## src/rtl/mem_access_ctrl.sv

```systemverilog
// mem_access_ctrl: multi-cycle load/store sequencer between the MEM stage and
// a word-wide handshaked data memory. Accepts one access at a time, performs
// read-modify-write for sub-word stores, extracts and extends sub-word loads,
// and reports completion with a one-cycle done pulse plus an error flag.
//
// Optional feature macro: MEM_BYTE_ENABLE_EN
//   defined   : sub-word stores go straight to WR using lane replication and
//               byte enables instead of read-modify-write.
//   undefined : read-modify-write for sub-word stores, mem_be fixed at 4'hF.
module mem_access_ctrl #(
   parameter int ADDR_W  = 32,
   parameter int TIMEOUT = 0
) (
   input  logic              clk,
   input  logic              reset,
   input  logic              req,
   input  logic              we,
   input  logic [1:0]        DAOp,
   input  logic              SSel,
   input  logic [ADDR_W-1:0] addr,
   input  logic [31:0]       wdata,
   output logic              mem_req,
   output logic              mem_we,
   output logic [ADDR_W-1:0] mem_addr,
   output logic [31:0]       mem_wdata,
   output logic [3:0]        mem_be,
   input  logic [31:0]       mem_rdata,
   input  logic              mem_ready,
   output logic              busy,
   output logic              done,
   output logic              err,
   output logic [31:0]       rdata
);

   typedef enum logic [1:0] {
      S_IDLE = 2'd0,
      S_RD   = 2'd1,
      S_WR   = 2'd2,
      S_DONE = 2'd3
   } state_t;

   // A zero TIMEOUT disables the watchdog entirely (wait forever).
   localparam bit          TMO_EN    = (TIMEOUT > 0);
   localparam logic [31:0] TMO_LIMIT = 32'(TIMEOUT);

   // Alignment rule: words need addr[1:0]==0, halves need addr[0]==0.
   function automatic logic is_misaligned(input logic [1:0] op, input logic [1:0] off);
      logic res;
      res = 1'b0;
      case (op)
         2'b00:   res = (off != 2'b00);
         2'b01:   res = off[0];
         default: res = 1'b0;
      endcase
      return res;
   endfunction

   // Pick the addressed lane out of the read word and sign/zero-extend it.
   function automatic logic [31:0] load_extract(input logic [31:0] word,
                                                input logic [1:0]  op,
                                                input logic        sext,
                                                input logic [1:0]  off);
      logic [15:0] half;
      logic [7:0]  byt;
      logic [31:0] res;
      half = off[1] ? word[31:16] : word[15:0];
      case (off)
         2'b00:   byt = word[7:0];
         2'b01:   byt = word[15:8];
         2'b10:   byt = word[23:16];
         default: byt = word[31:24];
      endcase
      case (op)
         2'b00:   res = word;
         2'b01:   res = {{16{sext & half[15]}}, half};
         default: res = {{24{sext & byt[7]}}, byt};
      endcase
      return res;
   endfunction

   // Overlay the right-aligned store data onto the read word at the lane
   // selected by the offset; all other lanes keep their old contents.
   function automatic logic [31:0] store_merge(input logic [31:0] word,
                                               input logic [15:0] data,
                                               input logic [1:0]  op,
                                               input logic [1:0]  off);
      logic [31:0] res;
      res = word;
      case (op)
         2'b00: res = word;
         2'b01: res = off[1] ? {data, word[15:0]} : {word[31:16], data};
         default: begin
            case (off)
               2'b00:   res = {word[31:8], data[7:0]};
               2'b01:   res = {word[31:16], data[7:0], word[7:0]};
               2'b10:   res = {word[31:24], data[7:0], word[15:0]};
               default: res = {data[7:0], word[23:0]};
            endcase
         end
      endcase
      return res;
   endfunction

`ifdef MEM_BYTE_ENABLE_EN
   // Replicate a sub-word across all lanes so any enabled lane sees it.
   function automatic logic [31:0] lane_replicate(input logic [15:0] data,
                                                  input logic [1:0]  op);
      logic [31:0] res;
      case (op)
         2'b00:   res = 32'h0000_0000;
         2'b01:   res = {data, data};
         default: res = {4{data[7:0]}};
      endcase
      return res;
   endfunction

   // Byte enables for a sub-word store at the given offset.
   function automatic logic [3:0] lane_enable(input logic [1:0] op,
                                              input logic [1:0] off);
      logic [3:0] res;
      case (op)
         2'b00:   res = 4'hF;
         2'b01:   res = off[1] ? 4'b1100 : 4'b0011;
         default: res = 4'b0001 << off;
      endcase
      return res;
   endfunction
`endif

   state_t              state_q,     state_d;
   logic                we_q,        we_d;
   logic [1:0]          daop_q,      daop_d;
   logic                ssel_q,      ssel_d;
   logic [1:0]          off_q,       off_d;
   logic [15:0]         sub_q,       sub_d;
   logic [ADDR_W-1:0]   mem_addr_q,  mem_addr_d;
   logic [31:0]         mem_wdata_q, mem_wdata_d;
   logic [3:0]          mem_be_q,    mem_be_d;
   logic [31:0]         rdata_q,     rdata_d;
   logic                err_q,       err_d;
   logic [31:0]         tmo_q,       tmo_d;
   logic                tmo_hit_s;

   // Watchdog fires when this waiting cycle would bring the count to TIMEOUT.
   always_comb begin
      tmo_hit_s = 1'b0;
      if (TMO_EN) begin
         tmo_hit_s = ((tmo_q + 32'd1) >= TMO_LIMIT);
      end else begin
         tmo_hit_s = 1'b0;
      end
   end

   // Next-state and datapath update for the access sequencer.
   always_comb begin
      state_d     = state_q;
      we_d        = we_q;
      daop_d      = daop_q;
      ssel_d      = ssel_q;
      off_d       = off_q;
      sub_d       = sub_q;
      mem_addr_d  = mem_addr_q;
      mem_wdata_d = mem_wdata_q;
      mem_be_d    = mem_be_q;
      rdata_d     = rdata_q;
      err_d       = err_q;
      tmo_d       = tmo_q;
      case (state_q)
         S_IDLE: begin
            if (req) begin
               we_d       = we;
               daop_d     = DAOp;
               ssel_d     = SSel;
               off_d      = addr[1:0];
               sub_d      = wdata[15:0];
               mem_addr_d = {addr[ADDR_W-1:2], 2'b00};
               mem_be_d   = 4'hF;
               tmo_d      = 32'd0;
               err_d      = 1'b0;
               if (is_misaligned(DAOp, addr[1:0])) begin
                  state_d = S_DONE;
                  err_d   = 1'b1;
               end else if (we && (DAOp == 2'b00)) begin
                  state_d     = S_WR;
                  mem_wdata_d = wdata;
               end else if (we) begin
`ifdef MEM_BYTE_ENABLE_EN
                  state_d     = S_WR;
                  mem_wdata_d = lane_replicate(wdata[15:0], DAOp);
                  mem_be_d    = lane_enable(DAOp, addr[1:0]);
`else
                  state_d     = S_RD;
`endif
               end else begin
                  state_d = S_RD;
               end
            end else begin
               state_d = S_IDLE;
            end
         end
         S_RD: begin
            if (mem_ready) begin
               if (we_q) begin
                  mem_wdata_d = store_merge(mem_rdata, sub_q, daop_q, off_q);
                  tmo_d       = 32'd0;
                  state_d     = S_WR;
               end else begin
                  rdata_d = load_extract(mem_rdata, daop_q, ssel_q, off_q);
                  state_d = S_DONE;
               end
            end else if (tmo_hit_s) begin
               state_d = S_DONE;
               err_d   = 1'b1;
            end else begin
               tmo_d = tmo_q + 32'd1;
            end
         end
         S_WR: begin
            if (mem_ready) begin
               state_d = S_DONE;
            end else if (tmo_hit_s) begin
               state_d = S_DONE;
               err_d   = 1'b1;
            end else begin
               tmo_d = tmo_q + 32'd1;
            end
         end
         S_DONE: begin
            state_d = S_IDLE;
            err_d   = 1'b0;
         end
         default: begin
            state_d = S_IDLE;
            err_d   = 1'b0;
         end
      endcase
   end

   // State and datapath registers; synchronous active-low reset abandons any access.
   always_ff @(posedge clk) begin
      if (!reset) begin
         state_q     <= S_IDLE;
         we_q        <= 1'b0;
         daop_q      <= 2'b00;
         ssel_q      <= 1'b0;
         off_q       <= 2'b00;
         sub_q       <= 16'h0000;
         mem_addr_q  <= '0;
         mem_wdata_q <= 32'h0000_0000;
         mem_be_q    <= 4'hF;
         rdata_q     <= 32'h0000_0000;
         err_q       <= 1'b0;
         tmo_q       <= 32'd0;
      end else begin
         state_q     <= state_d;
         we_q        <= we_d;
         daop_q      <= daop_d;
         ssel_q      <= ssel_d;
         off_q       <= off_d;
         sub_q       <= sub_d;
         mem_addr_q  <= mem_addr_d;
         mem_wdata_q <= mem_wdata_d;
         mem_be_q    <= mem_be_d;
         rdata_q     <= rdata_d;
         err_q       <= err_d;
         tmo_q       <= tmo_d;
      end
   end

   // Handshake and status outputs decode directly from the state register.
   always_comb begin
      mem_req   = (state_q == S_RD) || (state_q == S_WR);
      mem_we    = (state_q == S_WR);
      busy      = (state_q != S_IDLE);
      done      = (state_q == S_DONE);
      err       = err_q;
      rdata     = rdata_q;
      mem_addr  = mem_addr_q;
      mem_wdata = mem_wdata_q;
      mem_be    = mem_be_q;
   end

endmodule

```

## config.mk

```make
export PLATFORM = sky130hd
export DESIGN_NAME = mem_access_ctrl
export DESIGN_NICKNAME = d
export VERILOG_FILES = /design/src/rtl/mem_access_ctrl.sv
export SDC_FILE = /design/constraint.sdc
export NUM_CORES = 1
export LEC_CHECK = 0
export ABC_AREA = 1
export CAP_MARGIN = 5
export CELL_PAD_IN_SITES_DETAIL_PLACEMENT = 2
export CELL_PAD_IN_SITES_GLOBAL_PLACEMENT = 2
export CORE_MARGIN = 2
export CORE_UTILIZATION = 26
export CTS_CLUSTER_DIAMETER = 100
export CTS_CLUSTER_SIZE = 10
export DETAILED_ROUTE_END_ITERATION = 10
export PLACE_DENSITY_LB_ADDON = 0.05
export SLEW_MARGIN = 10
export SYNTH_ARGS = -nofsm -noshare
export SYNTH_HDL_FRONTEND = slang
export SYNTH_SLANG_ARGS = --single-unit
```

## constraint.sdc

```tcl
create_clock -name clk -period 4.5 [get_ports clk]
set_input_delay 0.45 -clock clk [delete_from_list [all_inputs] [get_ports clk]]
set_output_delay 0.45 -clock clk [all_outputs]
set_load 0.02 [all_outputs]
```

==> flow_summary_export.csv <==
group,metric,value,unit
synth,synth_edf_count,0,
routing,wl_met3,1260,um
power_and_ir_drop,powerDensity,616,nW/um^2
critical_path,cp_top_family,"simple AND/OR/NAND/NOR gates",
routing,met1Wirelength,12900,um
placed_design,dp_hpwl,21500,um
placed_design,dp_slack,1.91,ns
floorplan,dieWidth,166,um
clock_network,cts_tree,"done",
placed_design,dp.cells,1574,
routing,postRouteAntennaNets,0,
clock_network,post_cts_buffers,0,
timing,slew_headroom,40.7,%
synth,synth_area_leaders,"dfxtp_1, nand2_1, nor2_1",
synth,synth_top_area_share,35.1,%
layout,instances_no_fill,1606,
grt,grt_pass1_wl,47900,um
clock_network,path_clk_slew,0.06,ns
layout,drive_gt1_share,7.40,%
critical_path,ff2ff_setup_slack,1.97,ns
critical_path,slowest_stage,"dfxtp_1",
timing,worst_pin_slew,0.888,ns
critical_path,start_kind,"flip-flop",
routing,wl,30200,um
grt,grt_overflow_total,0,
synth,synth_top_area_cell,"dfxtp_1",
critical_path,timing.critical_path.from,"off_q[0]",
critical_path,r2r-end,"rdata[30]",
grt,antenna_found_initial,0,
floorplan,die_area,27400,um^2
layout,diodes,0,
clock_network,clk_latency,0.43,ns
worst_hold_path,min_path_type,"reg -> reg",
critical_path,worstRegToRegCells,4,
floorplan,die_h,166,um
timing,fin_ws,1.97,ns
placed_design,gp_congestion,0.772,
routing,routedWlPerCell,18.8,um
routing,wl_met2,15700,um
critical_path,slowest_delay,0.79,ns
routing,initialDrtViolationCount,353,
critical_path,cp_num_cells,4,
routing,vias,7915,
critical_path,crit_type,"reg -> reg",
floorplan,io_pins,209,
synth,synth-main-ff-cell,"dfxtp_1",
routing,drt-pass1-iter-count,4,
critical_path,cp-end-kind,"flip-flop",
timing,rsz0062_at_grt,"false",
critical_path,r2r-start,"off_q[0]",
layout,design_area,9580,um^2
routing,top_layer,"met4",
floorplan,core.rowCount,59,
clock_network,cts_resized,0,
critical_path,cp_cell_sequence,"inv_1 > nand2_1 > nand4_2 > a21oi_1",
power_and_ir_drop,power_leakage,4.03,nW
synth,synth_most_common_cell,"nand2_1",
timing,finalSetupTns,0,ns
synth,netlist_area,6800,um^2
routing,detail_route.vias_per_cell,4.93,
flow_run,maxCapViolCount,0,
synth,yosys_register_bits,119,
timing,final.setup_skew,0.00730,ns
synth,synth_area_per_cell,6.19,um^2
layout,syn_to_final_growth,40.9,%
synth,synth_warnings,0,
critical_path,crit_buf_inv,1,
synth,netlist_top_cells_count,"nand2_1, nor2_1, o21ai_0",
clock_network,cts_buffers,17,
timing,finalCritPeriodShare,56.1,%
synth,ys_seq_area_share,35.1,%
grt,grt_pass1_vias,8495,
timing,hold_violations,0,
critical_path,crit_arrival,2.87,ns
grt,grt_max_degree,75,
grt,grtUsageTotal,22.0,%
clock_network,clock-sinks,119,
synth,synthArstFlopShare,0,%
critical_path,crit_fanout,24,
floorplan,initial_core_util,26.3,%
timing,setup_viol,0,
clock_network,hold_buffers,0,
synth,synth_cell_types,31,
routing,drc,0,
critical_path,critPathRequiredTime,4.84,ns
clock_network,clockBufferDepth,2,
run_status,outcome,"complete, no violations",
placed_design,io_buffers,202,
power_and_ir_drop,ir_worst_vdd,479,uV
synth,syn_inst,1098,
clock_network,root_buffer,"clkbuf_16",
power_and_ir_drop,p_total,5.90,mW
critical_path,endpoint,"rdata[30]",
timing,slew_violations,0,
clock_network,cts_htree_levels,4,
timing,max_freq,396,MHz
layout,finalNetCount,1366,
placed_design,placed_area,8930,um^2
timing,min_period,2.53,ns
floorplan,core,25800,um^2
[per-layer routing]
layer	vias to the layer above	global-route usage, %
li1	3840	-
met5	-	0
met4	0	5.78
met1	3902	26.2
met3	21	4.30
met2	152	40.1
[cell families (layout without fill, tap and decap cells)]
family / Yosys count / after routing / share of synthesized area (%)
compound gates: 228 / 228 / 17.7
other cells: 2 / 6 / 0.110
simple gates: 598 / 598 / 36.5
fa+ha+maj: 4 / 4 / 0.736
flops: 119 / 119 / 35.1
buf+inv: 147 / 316 / 9.87
[metrics by stage]
stage          hold WS [ns]  util [%]
2_1_floorplan         0.444         -
4_1_cts               0.491      37.1
6_report              0.486      37.1
3_5_place_dp          0.476      34.6
3_3_place_gp          0.460      34.6
5_1_grt               0.513      37.1
[state kept, by name, indices dropped and copies added, names as in the netlist, 2 cells and up]
register / count
daop_q: 2
mem_addr: 30
mem_wdata: 32
off_q: 2
rdata: 32
state_q: 2
sub_q: 16
[power by group]
group	total [mW]	internal, mW	switching, mW	leakage [nW]
Combinational	2.85	1.02	1.83	2.75
Clock	1.54	0.964	0.574	0.306
Sequential	1.52	1.34	0.176	0.976
Total	5.90	3.32	2.58	4.03
[how the worst min path moves through the flow]
stage                  from      endpoint  slack, ns  depth (start not counted)
2_1_floorplan     sub_q[14]     sub_q[14]       0.44                          2
3_3_place_gp   mem_addr[19]  mem_addr[19]       0.46                          2
3_5_place_dp   mem_addr[21]  mem_addr[21]       0.48                          2
4_1_cts           sub_q[14]     sub_q[14]       0.49                          2
5_1_grt        mem_addr[25]  mem_addr[25]       0.51                          2
6_report       mem_addr[25]  mem_addr[25]       0.49                          2
[worst register-to-register path, stage by stage, from the launching register on]
cell and delay (ns):
dfxtp_1 0.79, inv_1 0.49, nand2_1 0.24, nand4_2 0.57, a21oi_1 0.35
[placed cells by master (no fill, tap or decap), types with 2 or more instances in the layout]
cell type          n
nor2_2             4
bufinv_16          4
inv_2              5
clkinvlp_4         3
nand2_1          257
nand4_1            5
clkbuf_8           2
nand3_1           95
dfxtp_1          118
clkdlybuf4s50_1  201
a31oi_1            2
inv_6              2
nor2_1           202
ha_1               4
a211oi_1           3
buf_4             11
o21ai_0          126
or2_2             25
o211ai_1           7
nand2_2            7
clkbuf_16         17
clkinv_4           4
a21oi_1           84
clkinv_2           2
a21oi_2            2
conb_1             6
inv_1             64
[final cells by class]
| cell class | count | area, um^2 |
|---|---|---|
| clock buffer | 19 | 453 |
| clock inverter | 13 | 195 |
| inverter | 71 | 269 |
| tap | 335 | 419 |
| multi-input combinational | 836 | 3760 |
| sequential | 119 | 2380 |
| fill | 3180 | 16300 |
| timing repair buffer | 213 | 2100 |
Power figures use the tool's default switching activity.
